<file path="config.mk">
export PLATFORM = sky130hd
export DESIGN_NAME = serializer_rr_arbiter
export DESIGN_NICKNAME = d
export VERILOG_FILES = /design/src/rtl/serializer_rr_arbiter.sv
export SDC_FILE = /design/constraint.sdc
export NUM_CORES = 1
export LEC_CHECK = 0
export CORE_AREA = 3 3 507 509
export DETAILED_ROUTE_END_ITERATION = 8
export DIE_AREA = 0 0 510 512
export MAX_ROUTING_LAYER = met4
export SYNTH_ARGS = -nofsm -noshare
export SYNTH_HDL_FRONTEND = slang
export SYNTH_SLANG_ARGS = --single-unit
</file>
<file path="constraint.sdc">
create_clock -name clk_i -period 17.6 [get_ports clk_i]
set_input_delay 3.52 -clock clk_i [delete_from_list [all_inputs] [get_ports clk_i]]
set_output_delay 3.52 -clock clk_i [all_outputs]
set_load 0.03 [all_outputs]
</file>
<file path="src/rtl/serializer_rr_arbiter.sv">
// Round-robin arbiter feeding one wide word stream into a serializer through a registered valid/ready stage.
// Optional SERIALIZER_ARB_TAG_EN adds a registered source-index output on tag_o; otherwise tag_o is tied to zero.
module serializer_rr_arbiter #(
  parameter int num_req_p   = 4,
  parameter int width_p     = 256,
  parameter int burst_max_p = 4,
  localparam int tag_w_lp   = $clog2(num_req_p),
  localparam int cnt_w_lp   = $clog2(burst_max_p + 1)
) (
  input  logic                           clk_i,
  input  logic                           reset_i,
  input  logic [num_req_p-1:0]           v_i,
  input  logic [num_req_p*width_p-1:0]   data_i,
  output logic [num_req_p-1:0]           yumi_o,
  output logic                           v_o,
  output logic [width_p-1:0]             data_o,
  input  logic                           ready_i,
  output logic [tag_w_lp-1:0]            tag_o,
  output logic [num_req_p-1:0]           grant_o,
  output logic                           busy_o
);

  typedef enum logic {IDLE, GRANT} state_e;

  state_e                state_q, state_d;
  logic [tag_w_lp-1:0]   owner_q, owner_d;
  logic [tag_w_lp-1:0]   last_q, last_d;
  logic [cnt_w_lp-1:0]   cnt_q, cnt_d;
  logic [width_p-1:0]    data_q, data_d;
  logic                  v_q, v_d;
  logic [num_req_p-1:0]  grant_q, grant_d;
  logic                  busy_q, busy_d;

  logic [tag_w_lp-1:0]   pick;
  logic                  pick_found;
  logic [tag_w_lp-1:0]   scan_idx;
  logic                  load_ok;
  logic                  yumi_fire;
  logic [width_p-1:0]    owner_word;

  // State register
  always_ff @(posedge clk_i or posedge reset_i) begin
    if (reset_i) begin
      state_q <= IDLE;
      owner_q <= '0;
      last_q  <= tag_w_lp'(num_req_p - 1);
      cnt_q   <= '0;
      data_q  <= '0;
      v_q     <= 1'b0;
      grant_q <= '0;
      busy_q  <= 1'b0;
    end else begin
      state_q <= state_d;
      owner_q <= owner_d;
      last_q  <= last_d;
      cnt_q   <= cnt_d;
      data_q  <= data_d;
      v_q     <= v_d;
      grant_q <= grant_d;
      busy_q  <= busy_d;
    end
  end

  // Scan downward so the requester closest after last_q is assigned last and wins.
  always_comb begin
    pick       = '0;
    pick_found = 1'b0;
    scan_idx   = '0;
    for (int i = num_req_p; i >= 1; i--) begin
      scan_idx = tag_w_lp'((int'(last_q) + i) % num_req_p);
      if (v_i[scan_idx]) begin
        pick       = scan_idx;
        pick_found = 1'b1;
      end
    end
  end

  // Output process: the consume handshake back to the requesters
  always_comb begin
    load_ok   = !v_q || ready_i;
    yumi_fire = (state_q == GRANT) && v_i[owner_q] && load_ok;
  end

  for (genvar gi = 0; gi < num_req_p; gi++) begin : g_yumi
    assign yumi_o[gi] = yumi_fire && (owner_q == tag_w_lp'(gi));
  end

  assign owner_word = data_i[owner_q*width_p +: width_p];

  // Next-state process
  always_comb begin
    state_d = state_q;
    owner_d = owner_q;
    last_d  = last_q;
    cnt_d   = cnt_q;
    unique case (state_q)
      IDLE: begin
        if (pick_found) begin
          owner_d = pick;
          cnt_d   = '0;
          state_d = GRANT;
        end
      end
      GRANT: begin
        if (yumi_fire) begin
          if (cnt_q == cnt_w_lp'(burst_max_p - 1)) begin
            state_d = IDLE;
            last_d  = owner_q;
            cnt_d   = '0;
          end else begin
            cnt_d = cnt_q + cnt_w_lp'(1);
          end
        end else if (load_ok) begin
          // Owner ran dry before its burst quota: hand the slot back early.
          state_d = IDLE;
          last_d  = owner_q;
          cnt_d   = '0;
        end
      end
      default: state_d = IDLE;
    endcase
  end

  always_comb begin
    data_d = data_q;
    v_d    = v_q;
    if (yumi_fire) begin
      data_d = owner_word;
      v_d    = 1'b1;
    end else if (ready_i) begin
      v_d = 1'b0;
    end
    grant_d = (state_d == GRANT) ? (num_req_p'(1) << owner_d) : '0;
    busy_d  = (state_d == GRANT) || v_d;
  end

`ifdef SERIALIZER_ARB_TAG_EN
  logic [tag_w_lp-1:0] tag_q, tag_d;

  always_comb begin
    tag_d = yumi_fire ? owner_q : tag_q;
  end

  always_ff @(posedge clk_i or posedge reset_i) begin
    if (reset_i) tag_q <= '0;
    else         tag_q <= tag_d;
  end

  assign tag_o = tag_q;
`else
  assign tag_o = '0;
`endif

  assign v_o     = v_q;
  assign data_o  = data_q;
  assign grant_o = grant_q;
  assign busy_o  = busy_q;

endmodule
</file>
Yosys cells after proc, flatten, opt, wreduce, memory -nomap -nowiden. Index checks and enable logic that the tools add are counted.

Add/subtract/negate cells: 5. $lt $le $gt $ge: 5. Eq/ne operators: 7. Shifts and indexed selects: 2. Muxes and demuxes: 36. Bitwise logic cells: 1. Reductions and logical operators: 13.

Operators by type and width (count): 1024-bit by 11-bit indexed part select with 256-bit output (1); 2-bit two-way mux (9); 2-bit by 3-bit less-than comparator with 1-bit output, second input constant (5); 1-bit two-way mux (15); 3-bit two-way mux (4); 1-bit binary-select mux with 2-bit select (5); 1-bit logical AND (6); 3-bit case mux with 2 select lines (1); 2-bit by 1-bit adder with 2-bit output, second input constant (2); 2-bit adder, second input constant (2); 2-bit == test, second input constant (2); 4-bit two-way mux (1); 1-bit by 2-bit << shifter with 4-bit output, first input constant (1); 3-bit by 1-bit adder with 3-bit output, second input constant (1); 3-bit by 2-bit == test with 1-bit output, second input constant (1); 3-bit by 1-bit != test with 1-bit output, second input constant (1); 3-bit AND reduction (1); 2-bit by 1-bit == test with 1-bit output, second input constant (1); 2-bit logical NOT (1); 1-bit logical OR (2); 2-bit by 1-bit != test with 1-bit output, second input constant (1); 2-bit != test, second input constant (1); 1-bit case mux with 2 select lines (1); 2-bit AND reduction (1); 3 further kinds (3).

Bits in registers: 270. Bits of input ports: 1031. Output and inout bits: 268. Logic and storage cells: 77.

Longest topological paths before layout. Gate-level depths: netlist of the first run.

Depth after elaboration: 11. Gate-level depth with buffers: 8. Depth with buffers taken out: 5.

Worst setup path after synthesis of the first run. Ideal clock, no wire load.

Path type: in2out. From: input port v_i[1]. To: output port yumi_o[3]. Arrival time: 4.907 ns. Data required time: 14.080 ns. Slack: 9.173 ns. Cell stages on the path: 7. Buffers on the path: 3. Path through: mux2_1 -> mux2_4 -> and2_1 -> buf_6 -> buf_6 -> buf_6 -> and3_1.

Longest elaborated chain between the ends: 5.

RTL lines: from (decl) (RTL line 12) `input logic [num_req_p-1:0] v_i,`; 1-bit binary-select mux with 2-bit select (RTL line 81) `yumi_fire = (state_q == GRANT) && v_i[owner_q] && load_ok;`; 1-bit two-way mux (implied by the code) (RTL line 81); 1-bit logical AND (2 in a row) (RTL line 81); 1-bit logical AND (RTL line 85) `assign yumi_o[gi] = yumi_fire && (owner_q == tag_w_lp'(gi));`; to (decl) (RTL line 14) `output logic [num_req_p-1:0] yumi_o,`.

No other way between the ends. The select of a mux whose other input is x is not followed.

Final worst setup path of the first run. Same ends and word-level chain as after synthesis.

==> flow_metrics.py, run 1 <==
metrics = {
    "route": {
        "vias": 17400,
        "vias_per_cell": 3.00,
        "drt_iter0_drc": 1575,
        "first_pass_iters": 5,
        "routed_wl_um": 211000,
        "drc": 0,
        "ant_nets": 0,
        "avgRoutedWirePerCell_um": 36.4,
    },
    "sta": {
        "period_needed_ns": 9.28,
        "final_max_slew_viol_count": 0,
        "rsz0062_at_grt": "no",
        "slew_headroom_pct": 28.8,
        "hold_violations": 0,
        "post-route-period-util_pct": 52.7,
        "timing.fmax_mhz": 108,
        "setup_viol": 0,
        "worst_pin_slew_ns": 1.06,
        "whs_ns": 0.506,
        "clock_skew_ns": 0.0330,
        "finalSetupTns_ns": 0,
    },
    "clock_network": {
        "clk_pin_slew_ns": 0.05,
        "postCtsResizedCells": 0,
        "cts_inserted_buffers": 42,
        "holdBufCountCts": 0,
        "clock_sink_count": 270,
        "clockRootBuffer": "clkbuf_16",
        "postCtsSetupBuffers": 0,
        "clk_path_buf_depth": 3,
        "h-tree-depth": 2,
        "cts_tree": "yes",
        "worstSkewPairLatency_ns": 0.67,
    },
    "power": {
        "p_sw_mw": 2.69,
        "clkPwrFrac_pct": 15.0,
        "fin_total_pwr_mw": 6.13,
        "leakage_nw": 12.7,
        "p_int_mw": 3.43,
        "ir_drop_mv": 0.105,
        "seq_power_share_pct": 19.7,
        "pwr_density_cell_nw_per_um2": 170,
        "combPwrFrac_pct": 65.3,
        "power.switching_fraction_pct": 44.0,
    },
    "final_layout": {
        "multi_input_area_um2": 9910,
        "fin_nets": 3241,
        "final_cell_mix": "clkdlybuf4s50_1 (1,296), dfrtp_1 (266), mux4_2 (256), mux2_4 (231), clkbuf_16 (42)",
        "regArea_um2": 6770,
        "fill_cells": 28200,
        "fin_area_um2": 36000,
        "syn_to_final_growth_pct": 108,
        "drive_above_1_share_pct": 27.1,
        "layout_commonest_cell": "clkdlybuf4s50_1",
    },
    "setup_path": {
        "path_class": "in -> out",
        "r2r_cells": 7,
        "path_max_fanout": 17,
        "cp.required_ns": 14.08,
        "cp_common_cell": "clkdlybuf4s50_1",
        "critical-path-slowest-cell": "clkdlybuf4s50_1",
        "path_cells": "clkdlybuf4s50_1 > mux2_1 > mux2_4 > and2_4 > and3_1 > clkdlybuf4s50_1",
        "slowest_delay_ns": 0.59,
        "crit_path_end_kind": "output pin",
        "start_kind": "input pin",
        "crit_arrival_ns": 5.76,
    },
    "worst_hold_path": {
        "min_path_type": "reg -> reg",
        "whs_path_depth": 1,
    },
    "placed_design": {
        "routabilityCongestion": 1.04,
        "hpwlAfterDp_um": 192000,
        "port_buffers": 1296,
        "dpl_cell_area_um2": 34100,
    },
    "job": {
        "maxCapViolCount": 0,
    },
    "logic_synthesis": {
        "synth.area.top_cells": "dfrtp_1 (39%), mux4_2 (33%), mux2_4 (20%)",
        "yosys_warnings": 0,
        "ys_types": 36,
        "avgSynthCellArea_um2": 18.4,
        "synth.top_cell.area_share_pct": 38.9,
        "ys_seq_elements": 270,
        "postSynthCellCount": 936,
        "yosysTopAreaCell": "dfrtp_1",
        "synth_seq_area_share_pct": 39.2,
        "netlist_area_um2": 17300,
    },
    "global_routing": {
        "grt_pass1_wl_um": 249000,
        "track_usage_pct": 15.9,
        "grt_antenna_before_repair": 359,
        "grt_max_degree": 89,
        "grt_pass1_vias": 17800,
        "overflow": 0,
    },
    "floorplanning": {
        "core_um2": 253000,
        "num_rows": 185,
        "die_x_um": 510,
        "io_pins": 1299,
        "die-area_um2": 261000,
        "dieHeight_um": 512,
        "start_util_pct": 6.81,
    },
    "run_status": {
        "run_status": "finished clean",
    },
}
metrics by stage:
stage / setup WS [ns] / utilization, % / std cells
CTS: 8.34 / 14.0 / 5607
detailed placement: 8.34 / 13.4 / 5531
global placement: 8.43 / 13.4 / 5531
floorplan: 6.64 / - / 937
finish: 8.32 / 14.2 / 5794
global route: 8.29 / 14.2 / 5788
final cells by class:
type,count,share of cell area (%)
Inverter,2,0.0418
Antenna cell,187,1.30
Timing Repair Buffer,1318,36.6
Tap cell,3366,11.7
Clock buffer,58,3.20
Clock inverter,18,0.710
Sequential cell,270,18.8
Multi-Input combinational cell,575,27.6
worst paths after layout:
path | start | end | slack (ns)
min in group asynchronous | reset_i | data_o[216] | 3.28
worst min-delay path | data_o[55] | data_o[55] | 0.51
max in group asynchronous | reset_i | data_o[73] | 12.14
worst min register to register | data_o[55] | data_o[55] | 0.51
worst max register to register | owner_q[0] | data_o[172] | 13.13
worst max-delay path | v_i[1] | yumi_o[3] | 8.32
power groups by stage:
stage          combinational, mW  clock [mW]  sequential (mW)
3_3_place_gp                4.04           0             1.20
5_1_grt                     4.19       0.976             1.25
3_5_place_dp                4.08           0             1.21
4_1_cts                     4.09       0.961             1.21
2_1_floorplan               1.80           0             1.74
6_report                    4.00       0.919             1.21
cell usage after synthesis (all sizes together):
cell / number
conb: 1
clkbuf: 31
buf: 59
o21a: 1
nor3b: 1
nand3b: 1
nand2b: 7
ha: 1
and3: 4
nor2: 4
o22ai: 2
nand2: 6
inv: 2
a211o: 1
o32ai: 1
nand3: 4
dfrtp: 268
nor2b: 2
nor3: 3
a21o: 3
dfstp: 2
o31ai: 2
mux2: 260
a21boi: 2
or4: 1
o21ai: 5
and2: 2
o21bai: 1
mux4: 256
a21oi: 3
sequential cells by signal, indices dropped and copies added, names as in the netlist:
name and cells:
data_o 256, busy_o 1, v_o 1, grant_o 4, last_q 2, cnt_q 3
owner_q 2, state_q 1
per-layer routing:
| layer | track usage [%] | wire length [µm] | share of wire (%) | vias up |
|---|---|---|---|---|
| met1 | 16.3 | 75600 | 36 | 8645 |
| met4 | 4.95 | 8160 | 3.9 | 0 |
| met3 | 12.4 | 38600 | 18 | 367 |
| li1 | - | - | - | 6708 |
| met2 | 23.2 | 88500 | 42 | 1642 |
| met5 | - | 0 | 0 | - |
logic make-up after synthesis:
family	synth area share, %
DFF	39.2
adders and majority gates	0.0725
AOI/OAI and AO/OA	0.798
and+or+nand+nor	1.09
other	0.0217
buffers and inverters	3.44
muxes	55.4
critical path: cells and delay by family:
kind	cells	cell delay (ns)
AND/OR/NAND/NOR	2	0.47
buffers and inverters	2	1.09
multiplexers	2	0.67
Note: power is estimated with default switching activity, not from simulation.
==> run 2: changes to the inputs <==
CORE_AREA = 3 3 498 500   (was 3 3 507 509)
DIE_AREA = 0 0 501 503   (was 0 0 510 512)
clock period = 9.5 ns   (was 17.6 ns; I/O delays follow)
==> run 2 against run 1 <==
Hold slack worse by 0.0013 ns. Total power is 89% higher. Wire length is 3.3% higher. Register-to-register slack worse by 7.9 ns. Sequential power is 84% higher. Sequential share of layout area is 0.091 points higher. Core utilization is 0.51 points higher. Cell area is 0.48% lower. Clock-buffer cell count is 5 higher. Sequential cell count stayed put. Critical path depth stayed put. Critical endpoint unchanged.
==> flow_metrics.py, run 2 (synthesis gave the netlist of run 1 again) <==
metrics = {
    "final_layout": {
        "drive_above_1_share_pct": 27.5,
        "fill_cells": 27000,
        "fin_cells": 5622,
        "layout_commonest_cell": "clkdlybuf4s50_1",
        "fin_nets": 3240,
        "final_cell_mix": "clkdlybuf4s50_1 (1,293), dfrtp_1 (266), mux4_2 (256), mux2_4 (231), clkbuf_16 (47)",
        "postLayoutCoreUtil_pct": 14.7,
        "regArea_um2": 6770,
        "multi_input_area_um2": 9910,
        "largest_register_ffs": 256,
        "syn_to_final_growth_pct": 107,
    },
    "route": {
        "first_pass_iters": 5,
        "vias_per_cell": 3.03,
        "routed_wl_um": 218000,
        "vias": 17100,
        "drc": 0,
        "ant_nets": 0,
        "avgRoutedWirePerCell_um": 38.7,
        "drt_iter0_drc": 1078,
    },
    "setup_path": {
        "cp_common_cell": "clkdlybuf4s50_1",
        "path_class": "in -> out",
        "start_kind": "input pin",
        "cp.required_ns": 7.60,
        "critical-path-slowest-cell": "clkdlybuf4s50_1",
        "path_cells": "clkdlybuf4s50_1 > mux2_1 > mux2_4 > and2_4 > and3_1 > clkdlybuf4s50_1",
        "cpLargestDelayFamily": "buffers and inverters",
        "r2r_cells": 6,
        "critical_path_buf_inv_count": 2,
        "path_max_fanout": 32,
        "slowest_delay_ns": 0.67,
        "crit_path_end_kind": "output pin",
        "crit_cells": 6,
        "crit_arrival_ns": 4.37,
    },
    "global_routing": {
        "grt_max_degree": 114,
        "overflow": 0,
        "grt_pass1_vias": 17700,
        "grt_antenna_before_repair": 344,
        "track_usage_pct": 17.1,
        "grt_pass1_wl_um": 256000,
    },
    "floorplanning": {
        "die_x_um": 501,
        "start_util_pct": 7.09,
        "die-area_um2": 252000,
        "dieHeight_um": 503,
        "num_rows": 181,
        "core_um2": 243000,
        "io_pins": 1299,
    },
    "job": {
        "maxCapViolCount": 0,
    },
    "sta": {
        "setup_viol": 0,
        "timing.fmax_mhz": 159,
        "rsz0062_at_grt": "no",
        "post-route-period-util_pct": 66.0,
        "whs_ns": 0.505,
        "finalSetupTns_ns": 0,
        "period_needed_ns": 6.27,
        "clock_skew_ns": 0.0182,
        "slew_headroom_pct": 30.5,
        "hold_violations": 0,
        "worst_pin_slew_ns": 1.04,
        "final_max_slew_viol_count": 0,
    },
    "clock_network": {
        "postCtsResizedCells": 0,
        "cts_inserted_buffers": 46,
        "postCtsSetupBuffers": 0,
        "worstSkewPairLatency_ns": 0.65,
        "h-tree-depth": 2,
        "clk_pin_slew_ns": 0.05,
        "clockRootBuffer": "clkbuf_16",
        "clock_sink_count": 270,
        "clk_path_buf_depth": 3,
        "holdBufCountCts": 0,
        "cts_tree": "yes",
    },
    "power": {
        "pwr_density_cell_nw_per_um2": 324,
        "fin_total_pwr_mw": 11.6,
        "ir_drop_mv": 0.190,
        "leakage_nw": 12.7,
    },
    "run_status": {
        "run_status": "finished clean",
    },
    "worst_hold_path": {
        "whs_path_depth": 1,
        "min_path_type": "reg -> reg",
    },
    "placed_design": {
        "port_buffers": 1296,
        "routabilityCongestion": 1.05,
        "placedCellCount": 5362,
        "hpwlAfterDp_um": 198000,
    },
}
==> run 2: changes by cell type in the layout (fill, tap and decap cells not counted) <==
cell,before,now
buf_4,19,17
bufinv_16,5,2
clkbuf_1,12,6
clkbuf_16,42,47
clkbuf_8,4,10
clkdlybuf4s50_1,1296,1293
clkinv_2,3,7
clkinv_8,1,0
clkinvlp_4,4,5
diode_2,187,179
inv_6,4,3
==> run 2: where the power goes <==
group          switching [mW]  internal, mW
registers               0.451          1.78
logic                    4.00          3.60
clock network           0.742          1.03
==> run 2: area by class of cell <==
cell class	count	area share, %
clock buffers	63	3.73
multi-input cells	575	27.7
repair buffers	1313	36.7
diodes	179	1.25
clock inverters	18	0.469
well taps	3202	11.2
inverters	2	0.0420
flip-flops and latches	270	18.9
==> run 2: per-layer routing <==
layer / vias up / GRT usage, % / share of wire (%)
met5: - / - / 0
met4: 0 / 6.51 / 4.3
met3: 367 / 14.2 / 20
met2: 1522 / 24.9 / 43
met1: 8482 / 16.6 / 33
li1: 6682 / - / -
==> run 2: worst paths after layout <==
| check | startpoint | to | slack, ns |
|---|---|---|---|
| hold / removal | data_o[36] | data_o[36] | 0.50 |
| min in group asynchronous | reset_i | data_o[122] | 1.74 |
| max in group asynchronous | reset_i | data_o[11] | 6.43 |
| setup reg to reg | owner_q[0] | data_o[141] | 5.25 |
| setup / recovery | v_i[1] | yumi_o[3] | 3.23 |
| hold reg to reg | data_o[36] | data_o[36] | 0.50 |
==> run 2: through the flow <==
| step | instance area, µm² | worst slack [ns] |
|---|---|---|
| floorplan | 17300 | 0.165 |
| global placement | 33800 | 3.23 |
| detailed placement | 33800 | 3.21 |
| CTS | 35300 | 3.21 |
| global route | 35700 | 3.10 |
| finish | 35800 | 3.23 |
==> run 3: changes to the inputs <==
clock period = 6.2 ns   (was 9.5 ns; I/O delays follow)
==> run 3 against run 2 <==
Cell area rose by 0.16%. Sequential power rose by 53%. Worst setup slack got worse by 1.7 ns. Combinational power rose by 55%. Critical path depth did not move. First-iteration DRC count rose by 2.6%. Global-route usage rose by 0.15 points. Total power rose by 56%. Core utilization barely moved. Sequential share of layout area barely moved. Sequential cell count did not move. Hold slack improved by 0.0025 ns. Largest cell class unchanged.
==> flow_metrics.py, run 3 (synthesis gave the netlist of run 1 again) <==
metrics = {
    "clock_network": {
        "worstSkewPairLatency_ns": 0.69,
        "h-tree-depth": 2,
        "clock_sink_count": 270,
        "clk_path_buf_depth": 3,
        "clk_pin_slew_ns": 0.06,
        "cts_tree": "yes",
        "cts_inserted_buffers": 47,
        "holdBufCountCts": 0,
        "postCtsResizedCells": 0,
        "postCtsSetupBuffers": 0,
        "clockRootBuffer": "clkbuf_16",
    },
    "sta": {
        "worst_pin_slew_ns": 1.03,
        "final_max_slew_viol_count": 0,
        "worst_slack_ns": 1.49,
        "rsz0062_at_grt": "no",
        "period_needed_ns": 4.71,
        "clock_skew_ns": 0.0532,
        "finalSetupTns_ns": 0,
        "slew_headroom_pct": 31.2,
        "hold_violations": 0,
        "post-route-period-util_pct": 76.0,
        "setup_viol": 0,
        "timing.fmax_mhz": 212,
    },
    "setup_path": {
        "path_cells": "clkdlybuf4s50_1 > mux2_1 > mux2_4 > and2_4 > and3_1 > clkdlybuf4s50_1",
        "critical_path_buf_inv_count": 2,
        "critical-path-slowest-cell": "clkdlybuf4s50_1",
        "cpLargestDelayFamily": "buffers and inverters",
        "crit_path_end_kind": "output pin",
        "path_max_fanout": 14,
        "reg2reg_slack_ns": 2.46,
        "cp_common_cell": "clkdlybuf4s50_1",
        "slowest_delay_ns": 0.59,
        "start_kind": "input pin",
        "path_class": "in -> out",
        "crit_arrival_ns": 3.47,
        "cp.required_ns": 4.96,
    },
    "route": {
        "vias": 16800,
        "drc": 0,
        "first_pass_iters": 5,
        "routed_wl_um": 220000,
        "avgRoutedWirePerCell_um": 39.2,
        "ant_nets": 0,
        "drt_iter0_drc": 1106,
        "vias_per_cell": 2.99,
    },
    "worst_hold_path": {
        "min_path_type": "reg -> reg",
    },
    "global_routing": {
        "grt_pass1_wl_um": 257000,
        "track_usage_pct": 17.3,
        "use_met3_pct": 13.1,
        "grt_max_degree": 108,
        "gr-usage-met1_pct": 17.5,
        "overflow": 0,
        "met2_usage_pct": 26.2,
        "grt_busiest_layer": "met2",
        "grt_antenna_before_repair": 322,
        "grt_pass1_vias": 17600,
    },
    "floorplanning": {
        "io_pins": 1299,
        "die-area_um2": 252000,
        "start_util_pct": 7.09,
        "dieHeight_um": 503,
        "num_rows": 181,
        "die_x_um": 501,
        "core_um2": 243000,
    },
    "final_layout": {
        "final_cell_mix": "clkdlybuf4s50_1 (1,295), dfrtp_1 (266), mux4_2 (256), mux2_4 (231), clkbuf_16 (47)",
        "largest_register_ffs": 256,
        "drive_above_1_share_pct": 27.4,
        "syn_to_final_growth_pct": 108,
        "fin_nets": 3243,
        "layout_commonest_cell": "clkdlybuf4s50_1",
    },
    "placed_design": {
        "hpwlAfterDp_um": 198000,
        "routabilityCongestion": 0.941,
        "pre_cts_ws_ns": 1.47,
        "port_buffers": 1296,
    },
    "run_status": {
        "run_status": "finished clean",
    },
    "power": {
        "pwr_density_cell_nw_per_um2": 505,
        "leakage_nw": 12.7,
        "ir_drop_mv": 0.242,
    },
    "job": {
        "maxCapViolCount": 0,
    },
}
-- run 3: area by class of cell --
type	instances	area, µm²
fillers	27000	208000
clock buffers	65	1320
repair buffers	1315	13200
multi-input cells	575	9910
well taps	3202	4010
diodes	155	388
flip-flops and latches	270	6770
clock inverters	19	243
inverters	2	11.3
-- run 3: routing by layer --
metal,vias to the layer above,wire (µm)
met1,8353,76400
met3,307,40600
li1,6675,-
met2,1422,96700
met4,0,6120
met5,-,0
-- run 3: stage by stage --
stage	hold WS (ns)	power (mW)	instances	instance area (µm²)	utilization, %
after global routing	0.521	19.0	5583	35800	14.7
after detailed placement	0.492	15.6	5364	33900	13.9
final	0.507	18.1	5603	35800	14.7
after CTS	0.512	18.6	5448	35400	14.6
after floorplan	0.463	10.0	937	17300	-
after global placement	0.492	15.6	5364	33900	13.9
-- run 3: worst reg2reg max path, stage by stage (launching register included) --
cell,delay [ns]
dfrtp_4,0.90
buf_4,0.57
buf_4,0.64
buf_4,0.67
mux4_2,0.61
mux2_4,0.26
-- run 3: report_power, final --
part           total (mW)  internal (mW)  switching, mW  leakage (nW)
clock network        2.81           1.63           1.19         0.750
registers            3.42           2.72          0.696          3.18
logic                11.8           5.53           6.32          8.81
-- run 3: path summary, 6_finish.rpt --
path                            start     endpoint  depth (start not counted)
hold / removal             data_o[32]   data_o[32]                          1
min in group asynchronous     reset_i  data_o[121]                          2
max in group asynchronous     reset_i    data_o[5]                          3
hold reg to reg            data_o[32]   data_o[32]                          1
setup / recovery               v_i[1]    yumi_o[3]                          6
setup reg to reg           owner_q[0]  data_o[140]                          5
==> variant 1 (settings of run 2) <==
Set the parameter `burst_max_p` to 2 (it was 4).
--- a/src/rtl/serializer_rr_arbiter.sv
+++ b/src/rtl/serializer_rr_arbiter.sv
@@ -4,5 +4,5 @@
   parameter int num_req_p   = 4,
   parameter int width_p     = 256,
-  parameter int burst_max_p = 4,
+  parameter int burst_max_p = 2,
   localparam int tag_w_lp   = $clog2(num_req_p),
   localparam int cnt_w_lp   = $clog2(burst_max_p + 1)
Behaviour: not the same (a bounded check fails within 4 cycles, from zero or initial values and one cycle with reset_i high).
==> variant 1 against run 2 <==
Routed wire length down 4.4%; core utilization down 0.40 points; synthesized area down 5.1%; worst setup slack worse by 0.40 ns; sequential cell count down 1; fmax down 6.0%; non-clock buffer count up 8; count of clock-buffer cells in the layout down 6; combinational power down 9.0%; global-route usage down 0.79 points; power down 7.1%; design area down 2.7%; critical path type unchanged.
==> variant 1: results (changes against run 2) <==
Status
  – Status: completed

Power
  – Leakage: 11.9 nW (-6.3%)
  – Peak VDD IR: 0.157 mV (-17%)

Global route
  – Gr usage total: 0.163 (-0.00793)
  – Routing usage on met3: 0.106 (-0.0359)
  – Initial antenna violation count: 312 (-9.3%)
  – Met1 Use GR: 0.173 (+0.00674)
  – Pin count of the biggest net entering global routing: 102 (-11%)
  – Met2 usage: 0.245 (-0.00359)
  – Vias in the first global route: 17.6k (-0.84%)

Logic synthesis
  – Seq/Total Area, Yosys: 0.411 (+0.0197)
  – Top post-synthesis cells by count: 267 x dfrtp_1, 257 x mux4_2, 155 x mux2_2
  – Area contributors post-synth: dfrtp_1 41%, mux4_2 35%, mux2_2 11%

Drt
  – Initial drt markers: 1,235 (+15%)
  – Via count: 16.9k (-0.71%)
  – Post-route met1 wirelength: 75,900 um (+4.4%)
  – Metal2 WL: 91,200 um (-1.6%)
  – Routed wire per std cell: 37.3 um (-3.7%)

Final layout
  – Inverter count: 3 (+1)
  – Non-clk bufs: 1,321 (+0.61%)
  – # diodes: 152 (-15%)
  – FILL cells: 27.1k (+0.57%)
  – Nets: 3,227 (-0.40%)
  – Signal buf overhead: 0.380 (+0.0127)
  – Multi-Input Combinational: 559 (-2.8%)

Clocking
  – Clock sink count: 269 (-0.37%)

STA
  – Clock Skew: 0.0236 ns (+0.00545 ns)

Placement
  – Dpl hpwl: 190,000 um (-3.7%)

Setup path
  – Worst path arrival time: 4.77 ns (+0.40 ns)
variant 1: cell types whose count changed in the layout (fill, tap and decap cells not counted), moves of 4 or more:
| cell | change |
|---|---|
| clkinv_2 | -5 |
| buf_4 | +4 |
| mux2_4 | -231 |
| nor3b_1 | +6 |
| diode_2 | -27 |
| mux2_2 | +127 |
| clkbuf_16 | -4 |
| mux2_1 | +103 |
variant 1: per-stage QoR:
step / cells / util / area (um^2) / setup slack [ns]
after floorplan: 921 / - / 16400 / 0.193
after global placement: 5354 / 0.135 / 33000 / 2.85
after detailed placement: 5354 / 0.135 / 33000 / 2.81
after CTS: 5428 / 0.141 / 34400 / 2.80
after global routing: 5562 / 0.143 / 34800 / 2.73
final: 5580 / 0.143 / 34800 / 2.83
variant 1: report_power, final:
part,switching (mW),total (mW),internal (mW)
sequential,0.390,2.16,1.77
combinational,3.87,6.91,3.04
clock,0.689,1.70,1.01
total,4.95,10.8,5.83
variant 1: logic make-up (layout without fill, tap and decap cells):
logic type / count (synthesis) / after routing / synth area share
AOI/OAI and AO/OA: 10 / 10 / 0.00451
DFF: 269 / 269 / 0.411
muxes: 517 / 517 / 0.532
buffers and inverters: 93 / 1398 / 0.0405
other: 1 / 154 / 0.000229
and+or+nand+nor: 30 / 30 / 0.0109
variant 1: path summary, 6_finish.rpt:
path	startpoint	end	slack [ns]	cells after the start
worst max-delay path	v_i[3]	yumi_o[1]	2.83	6
worst min-delay path	cnt_q[1]	cnt_q[1]	0.49	1
worst max register to register	owner_q[0]	data_o[125]	5.19	6
worst min register to register	cnt_q[1]	cnt_q[1]	0.49	1
max in group asynchronous	reset_i	owner_q[0]	6.25	3
min in group asynchronous	reset_i	data_o[91]	1.74	2
==> variant 2 (settings of run 2) <==
Without the edit above. `data_q` no longer has a reset.
--- a/src/rtl/serializer_rr_arbiter.sv
+++ b/src/rtl/serializer_rr_arbiter.sv
@@ -46,5 +46,4 @@
       last_q  <= tag_w_lp'(num_req_p - 1);
       cnt_q   <= '0;
-      data_q  <= '0;
       v_q     <= 1'b0;
       grant_q <= '0;
@@ -55,9 +54,12 @@
       last_q  <= last_d;
       cnt_q   <= cnt_d;
-      data_q  <= data_d;
       v_q     <= v_d;
       grant_q <= grant_d;
       busy_q  <= busy_d;
     end
+  end
+
+  always_ff @(posedge clk_i) begin
+    data_q <= data_d;
   end
 
Behaviour: not the same (a bounded check fails within 4 cycles, from zero or initial values and one cycle with reset_i high; the reset may be asserted at any time).
==> variant 2 against run 2 <==
Critical path depth unchanged; power down 23%; die area unchanged; design area down 7.4%; synthesized area down 15%; routed wire length down 4.1%; sequential cell count unchanged; clock power down 11%; fmax down 9.9%; cell count down 5.1%; worst setup slack worse by 0.69 ns; largest power group unchanged; highest routed layer unchanged.
==> variant 2: results (changes against run 2) <==
Status
  – Status: completed

Setup path
  – R2R Path Start: owner_q[1]
  – Worst setup path start: v_i[2]
  – Worst Path Max Fanout: 21 (-34%)
  – Reg2Reg Setup Slack: 5.41 ns (+0.16 ns)

Global route
  – Gr usage total: 0.163 (-0.00789)
  – Pin count of the biggest net entering global routing: 96 (-16%)
  – Initial antenna violation count: 396 (+15%)

Logic synthesis
  – Area contributors post-synth: edfxtp_1 53%, mux4_2 40%, dfrtp_1 2.1%
  – Share of flip-flops with an asynchronous set or reset: 0.0519 (-0.948)
  – Compound-Gate Fraction of Synth Area: 0.0105 (+0.00249)
  – Seq/Total Area, Yosys: 0.551 (+0.160)
  – Mapped Avg Cell Area: 22.3 um^2 (+21%)
  – Top post-synthesis cells by count: 256 x edfxtp_1, 256 x mux4_2, 26 x buf_2
  – Synth Area in Adders: 0.000858 (+0.000133)
  – Number of synthesized flops with an enable pin: 256 (+256)

Worst hold path
  – Worst Hold End: cnt_q[0]

Power
  – Pwr/cell area: 269 nW/um^2 (-17%)

Final layout
  – Multi-Input Combinational: 317 (-45%)
  – CLK BUF: 47 (-25%)
  – Reg area: 8050 um^2 (+19%)
  – Layout clock area frac: 0.0399 (-0.00218)
  – Non-clk bufs: 1,311 (-0.15%)
  – # diodes: 159 (-11%)
  – Signal buf overhead: 0.395 (+0.0285)
  – Inverter count: 5 (+3)
  – Share of layout cells above drive strength 1: 0.176 (-0.0989)
  – Area of the multi-input gates: 6230 um^2 (-37%)

STA
  – Clock Skew: 0.0423 ns (+0.0241 ns)
  – Post-route setup slack: 2.54 ns (-0.686 ns)
  – Slew headroom: 0.163 (-0.142)

Drt
  – Routed wire length: 209,000 um (-4.1%)
  – Routed wire per std cell: 39.1 um (+1.0%)

Placement
  – Dpl cell area: 31,400 um^2 (-7.2%)
  – Placed cells: 5,105 (-4.8%)
  – Gpl congestion: 1.10 (+5.6%)
variant 2: cell count changes after synthesis, sizes merged, moves of 3 or more:
cell / run 2 / this run
a31oi: 0 / 3
buf: 59 / 48
clkbuf: 31 / 16
dfrtp: 268 / 12
edfxtp: 0 / 256
inv: 2 / 5
mux2: 260 / 5
nor3b: 1 / 4
o21ai: 5 / 1
variant 2: critical path, cell delays in order:
cell             delay [ns]
clkdlybuf4s50_1        0.54
mux4_1                 0.61
nand3_1                0.26
clkinvlp_4             0.68
and3_1                 0.48
clkdlybuf4s50_1        0.60
variant 2: report_power, final:
group	switching, mW	internal (mW)	leakage (nW)	total, mW
Clock	0.671	0.902	0.628	1.57
Combinational	2.84	2.13	7.03	4.96
Sequential	0.266	2.10	2.56	2.36
variant 2: metal layers:
metal	wire, um	GRT usage	vias to the layer above
li1	-	-	5851
met1	78500	0.177	7764
met2	90800	0.247	1665
met3	29700	0.0934	456
met4	10000	0.0593	0
met5	0	-	-
